File: src/rtl/mash111_noise_cancel.sv
// Noise-cancellation network of a MASH 1-1-1 (or 1-1) delta-sigma modulator:
// combines the accumulator carry-outs into the signed output y and the divider modulus.
module mash111_noise_cancel #(
    parameter int P_ORDER     = 3,
    parameter int P_N_INT     = 100,
    parameter int P_DIV_WIDTH = 8
) (
    input  logic                   i_clk,
    input  logic                   i_rst_n,
    input  logic                   i_clr,
    input  logic                   i_valid,
    input  logic                   i_c1,
    input  logic                   i_c2,
    input  logic                   i_c3,
    output logic                   o_valid,
    output logic [3:0]             o_y,
    output logic [P_DIV_WIDTH-1:0] o_div
);

    localparam logic [P_DIV_WIDTH-1:0] N_INT_W = P_DIV_WIDTH'(P_N_INT);

    // Two-deep delay lines per carry, advanced only on accepted samples
    logic c1d1, c1d2;
    logic c2d1, c2d2;
    logic c3d1, c3d2;

    logic [3:0]             y_next;
    logic [P_DIV_WIDTH-1:0] div_next;

    // Modular 4-bit arithmetic; the result always lies in -3..+4 so no saturation is needed
    always_comb begin
        y_next = 4'd0;
        if (P_ORDER == 2) begin
            y_next = {3'b000, c1d1} + {3'b000, i_c2} - {3'b000, c2d1};
        end else begin
            y_next = {3'b000, c1d2}
                   + {3'b000, c2d1} - {3'b000, c2d2}
                   + {3'b000, i_c3} - {2'b00, c3d1, 1'b0} + {3'b000, c3d2};
        end
    end

    always_comb begin
        div_next = N_INT_W + {{(P_DIV_WIDTH-4){y_next[3]}}, y_next};
    end

    always_ff @(posedge i_clk or negedge i_rst_n) begin
        if (!i_rst_n) begin
            c1d1    <= 1'b0;
            c1d2    <= 1'b0;
            c2d1    <= 1'b0;
            c2d2    <= 1'b0;
            c3d1    <= 1'b0;
            c3d2    <= 1'b0;
            o_valid <= 1'b0;
            o_y     <= 4'd0;
            o_div   <= N_INT_W;
        end else if (i_clr) begin
            // Clear takes priority: a sample presented alongside it is dropped
            c1d1    <= 1'b0;
            c1d2    <= 1'b0;
            c2d1    <= 1'b0;
            c2d2    <= 1'b0;
            c3d1    <= 1'b0;
            c3d2    <= 1'b0;
            o_valid <= 1'b0;
            o_y     <= 4'd0;
            o_div   <= N_INT_W;
        end else begin
            o_valid <= i_valid;
            if (i_valid) begin
                c1d1  <= i_c1;
                c1d2  <= c1d1;
                c2d1  <= i_c2;
                c2d2  <= c2d1;
                c3d1  <= (P_ORDER == 2) ? 1'b0 : i_c3;
                c3d2  <= c3d1;
                o_y   <= y_next;
                o_div <= div_next;
            end
        end
    end

endmodule

File: config.mk
export PLATFORM = sky130hd
export DESIGN_NAME = mash111_noise_cancel
export DESIGN_NICKNAME = d
export VERILOG_FILES = /design/src/rtl/mash111_noise_cancel.sv
export SDC_FILE = /design/constraint.sdc
export NUM_CORES = 1
export LEC_CHECK = 0
export ABC_AREA = 0
export CAP_MARGIN = 30
export CORE_ASPECT_RATIO = 1.2
export CORE_MARGIN = 2
export CORE_UTILIZATION = 52
export CTS_CLUSTER_SIZE = 16
export DETAILED_ROUTE_END_ITERATION = 10
export PLACE_DENSITY = 0.83
export REMOVE_ABC_BUFFERS = 1
export SETUP_SLACK_MARGIN = 0.15
export SKIP_LAST_GASP = 1
export SLEW_MARGIN = 20
export SYNTH_ARGS = -nofsm -noshare
export SYNTH_HDL_FRONTEND = slang
export SYNTH_SLANG_ARGS = --single-unit
File: constraint.sdc
create_clock -name i_clk -period 4.1 [get_ports i_clk]
set_clock_uncertainty 0.1 [all_clocks]
set_input_delay 0.82 -clock i_clk [delete_from_list [all_inputs] [get_ports i_clk]]
set_output_delay 0.82 -clock i_clk [all_outputs]
set_load 0.05 [all_outputs]
# Yosys cells after proc, flatten, opt, wreduce, memory -nomap -nowiden
# Cells that the tools add are included.
[word_totals] romBits=0 memories=0 ram_bits=0 elab_cells=33 latch_bits=0 regBits=19
[op_classes] n_bitwise=0 addsub=6 n_reduce_logical=1 magnitude_cmp=0 n_eq_ne=0 mux=17 shifts=0 multipliers=0 div_mod_pow=0
[op_table] op="$mux 8" n=2
[op_table] op="$mux 1" n=13
[op_table] op="$add 7x8->8 const A" n=1
[op_table] op="$mux 4" n=2
[op_table] op="$add 3x2->4" n=1
[op_table] op="$add 4x1->4" n=1
[op_table] op="$sub 4x2->4" n=1
[op_table] op="$sub 2x1->3" n=1
[op_table] op="$add 1x1->2" n=1
[op_table] op="$reduce_bool 2->1" n=1

# Longest topological paths before layout
[logic_depth] ltp_word=8 mapped_depth=14

# Worst setup path before layout
# OpenSTA, ideal clock, no wires.
[synth_path] kind="flip-flop to flip-flop" from="register c2d1" to="register o_div[3]" arrival_time_ps=2404 setup_time_ps=77 setup_slack_ps=1519 path_buffers=0 stages_incl_launch_ff=15 t_required_ps=3923 path_cell_list="dfrtp_1 > inv_1 > ha_1 > inv_1 > ha_1 > inv_1 > ha_1 > inv_1 > ha_1 > ha_1 > xnor2_1 > inv_1 > ha_1 > nand2b_1 > a21oi_1"
[synth_via] elab_chain_len=8
[synth_rtl] item="start, declared" line_no="24" rtl="logic c2d1, c2d2;"
[synth_rtl] item="start signal, assigned" line_no="73" rtl="c2d1 <= i_c2;"
[synth_rtl] item="$add 1x1->2" line_no="37" rtl="+ {3'b000, c2d1} - {3'b000, c2d2}"
[synth_rtl] item="$sub 2x1->3" line_no="37"
[synth_rtl] item="$add 3x2->4" line_no="38" rtl="+ {3'b000, i_c3} - {2'b00, c3d1, 1'b0} + {3'b000, c3d2};"
[synth_rtl] item="$sub 4x2->4" line_no="38"
[synth_rtl] item="$add 4x1->4" line_no="38"
[synth_rtl] item="$add 7x8->8" line_no="43" rtl="div_next = N_INT_W + {{(P_DIV_WIDTH-4){y_next[3]}}, y_next};"
[synth_rtl] item="$mux 8" line_no="70" rtl="if (i_valid) begin"
[synth_rtl] item="$mux 8" line_no="57" rtl="end else if (i_clr) begin"
[synth_rtl] item="end signal, assigned" line_no="78" rtl="o_div <= div_next;"
[synth_rtl] item="end, declared" line_no="17" rtl="output logic [P_DIV_WIDTH-1:0] o_div"
# Every way passes these cells. The select of a mux whose other input is x is not followed.
# A chain may end at the register's enable or synchronous reset.

# Final worst setup path
# Same ends and word-level chain as after synthesis.

==> impl_metrics.env <==
export IMPL_status="complete, no violations"
export IMPL_hold_end="c3d2"
export IMPL_finalInstanceArea_sq_um=1027
export IMPL_max_freq_ghz=0.3548
export IMPL_area_growth_pct=18.81
export IMPL_num_vias=565
export IMPL_fp_dieW_um=41.22
export IMPL_r2r_start="c2d1"
export IMPL_cp_required_ns=4.22
export IMPL_setup_viol=0
export IMPL_p_sw_mw=0.1156
export IMPL_synth_edf_count=0
export IMPL_rsz0062_at_grt="false"
export IMPL_synthArstFlopShare_pct=100.0
export IMPL_grt_usage_pct=18.88
export IMPL_yosys_area_top_type="dfrtp_1"
export IMPL_internal_power_mw=0.2300
export IMPL_viasPerCell=5.000
export IMPL_postCtsSetupBuffers=0
export IMPL_worstSetupStartpointType="flop"
export IMPL_grt_max_degree=21
export IMPL_place_area_sq_um=999.7
export IMPL_critPathMaxFanout=3
export IMPL_hold_viol=0
export IMPL_ys_ff_latch=15
export IMPL_end_kind="flop"
export IMPL_min_path_cells=2
export IMPL_sw_frac_of_total_pct=33.45
export IMPL_grt_overflow_total=0
export IMPL_p_comb_share_pct=27.7
export IMPL_fin_tns_setup_ns=0
export IMPL_drc=0
export IMPL_synth_common_cells="dfrtp_1 (13), inv_1 (11), nor2_1 (8)"
export IMPL_slew_headroom_pct=47.86
export IMPL_hold_buffers=0
export IMPL_grt_antenna_before_repair=0
export IMPL_die_area_sq_um=2006
export IMPL_synth_top_area_share_pct=37.63
export IMPL_clock_latency_ns=0.28
export IMPL_hold_start="c3d2"
export IMPL_synthCells=81
export IMPL_ir_drop_mv=0.2700
export IMPL_synth_most_common_cell="dfrtp_1"
export IMPL_fin_ws_ns=1.281
export IMPL_cts_sinks=15
export IMPL_synth_cell_type_count=23
export IMPL_powerDensity_nw_per_um2=336.4
export IMPL_netlist_area_sq_um=864.6
export IMPL_synth_area_per_cell_sq_um=10.67
export IMPL_cts_tree="built"
export IMPL_fillCellCount=136
export IMPL_crit_arrival_ns=2.94
export IMPL_period_share_pct=68.74
export IMPL_cts_made_buffers=3
export IMPL_drive_above_1_share_pct=9.474
export IMPL_io_pins=20
export IMPL_rows=16
export IMPL_ys_top_cells_by_area="dfrtp_1 (38%), ha_1 (10%), mux2i_1 (8.1%)"
export IMPL_rrSetupSlack_ns=1.28
export IMPL_pre_cts_ws_ns=1.008
export IMPL_cts_clk_slew_worst_paths_ns=0.10
export IMPL_tightest_slew_ns=0.7797
export IMPL_die_height_um=48.67
export IMPL_drt_wl_total_um=1384
export IMPL_synth_flop_cell="dfrtp_1"
export IMPL_ctsResizeCount=0
export IMPL_drtIter0Drc=3
export IMPL_firstDrtPassIters=2
export IMPL_r2r_end="o_div[3]"
export IMPL_r2r_cells=14
export IMPL_dp_hpwl_um=1010
export IMPL_criticalPathCategory="flop to flop"
export IMPL_yosys_warnings=0
export IMPL_cap_violations=0
export IMPL_gp_congestion=0.6957
export IMPL_ys_seq_area_share_pct=43.70
export IMPL_drtAntennaViolNets=0
export IMPL_hold_class="flop to flop"
export IMPL_min_period_ns=2.819
export IMPL_nets=112
export IMPL_finalMaxSlewViolations=0
export IMPL_grt_pass1_wl_um=2518
export IMPL_final_core_utilization_pct=64.14
export IMPL_power_leakage_nw=0.4892
export IMPL_portBuffers=17
export IMPL_grt_pass1_vias=592
export IMPL_core_area_sq_um=1602
export IMPL_power_frac_seq_pct=47.1
export IMPL_cts_buffer_depth=2
export IMPL_htreeDepth=1
export IMPL_num_antenna_cells=0
export IMPL_start_util_pct=53.98
export IMPL_clkPwrFrac_pct=25.2
export IMPL_cts_root_buf="clkbuf_4"
export IMPL_wire_per_inst_um=12.25
[registers in the layout, indices dropped and copies added, names as in the netlist]
signal   count
c2d2         1
c3d2         1
c1d1         1
o_valid      1
c3d1         1
o_div        4
c2d1         1
o_y          4
c1d2         1
[layout by cell type (no fill, tap or decap), types with 3 or more instances in the layout]
master           Yosys  layout
clkdlybuf4s50_1      0      17
dfrtp_1             13      13
inv_1               11      11
nor2_1               8       8
nand2b_1             7       7
mux2i_1              7       7
ha_1                 7       7
a21oi_1              5       5
clkbuf_4             0       3
[per-layer routing]
metal	share of wire (%)	routed length (um)	up-vias	GRT usage, %
met5	0	0	-	0
met1	44	606	271	23.48
met2	49	682	14	27.60
met4	3.7	51	0	12.90
met3	3.2	44	4	4.128
li1	-	-	276	-
[critical path, stage by stage, from the launching register on]
cell      delay [ns]
dfrtp_1         0.37
inv_1           0.05
ha_1            0.28
inv_1           0.06
ha_1            0.13
inv_1           0.06
ha_1            0.27
inv_1           0.04
ha_1            0.17
ha_1            0.31
xnor2_1         0.27
inv_1           0.07
ha_1            0.26
nand2b_1        0.15
a21oi_1         0.15
[power groups by stage]
stage               Combinational (mW)  Sequential, mW  Clock (mW)
floorplan                       0.0329           0.193           0
global placement                0.0943           0.165           0
global route                     0.105           0.164      0.0955
detailed placement              0.0961           0.166           0
finish                          0.0957           0.163      0.0871
CTS                             0.0968           0.163      0.0895
[area by class of cell]
type | count | area (sq um) | share of cell area [%]
Multi-Input combinational cell | 48 | 387.9 | 37.76
Clock buffer | 3 | 22.52 | 2.192
Sequential cell | 15 | 377.9 | 36.78
Timing Repair Buffer | 17 | 170.2 | 16.57
Clock inverter | 1 | 5.005 | 0.4872
Inverter | 11 | 41.29 | 4.019
Tap cell | 18 | 22.52 | 2.192
[stage by stage]
stage          instances  total power, mW  hold WS (ns)
2_1_floorplan         74           0.2257        0.3859
3_3_place_gp         109           0.2594        0.3998
3_5_place_dp         109           0.2618        0.4114
4_1_cts              113           0.3491        0.4419
5_1_grt              113           0.3649        0.4582
6_report             113           0.3456        0.4394
[cells by family after synthesis]
logic type	share of synthesized area, %
and+or+nand+nor	14.47
buffers and inverters	11.43
DFF	43.70
adders and majority gates	14.76
AOI/OAI and AO/OA	5.644
muxes	8.105
other	0.8686
xor gates and xnor gates	1.013
[worst max path at each step]
| stage | startpoint | to | slack [ns] | cells after the start |
|---|---|---|---|---|
| final | c2d1 | o_div[3] | 1.28 | 14 |
| after global routing | c2d1 | o_div[3] | 1.04 | 14 |
| after CTS | c2d1 | o_div[3] | 1.25 | 14 |
| after detailed placement | i_c3 | o_div[3] | 1.01 | 9 |
| after global placement | i_c3 | o_div[3] | 1.06 | 9 |
| after floorplan | c2d1 | o_div[3] | 1.52 | 14 |
Note: power is estimated with default switching activity, not from simulation.
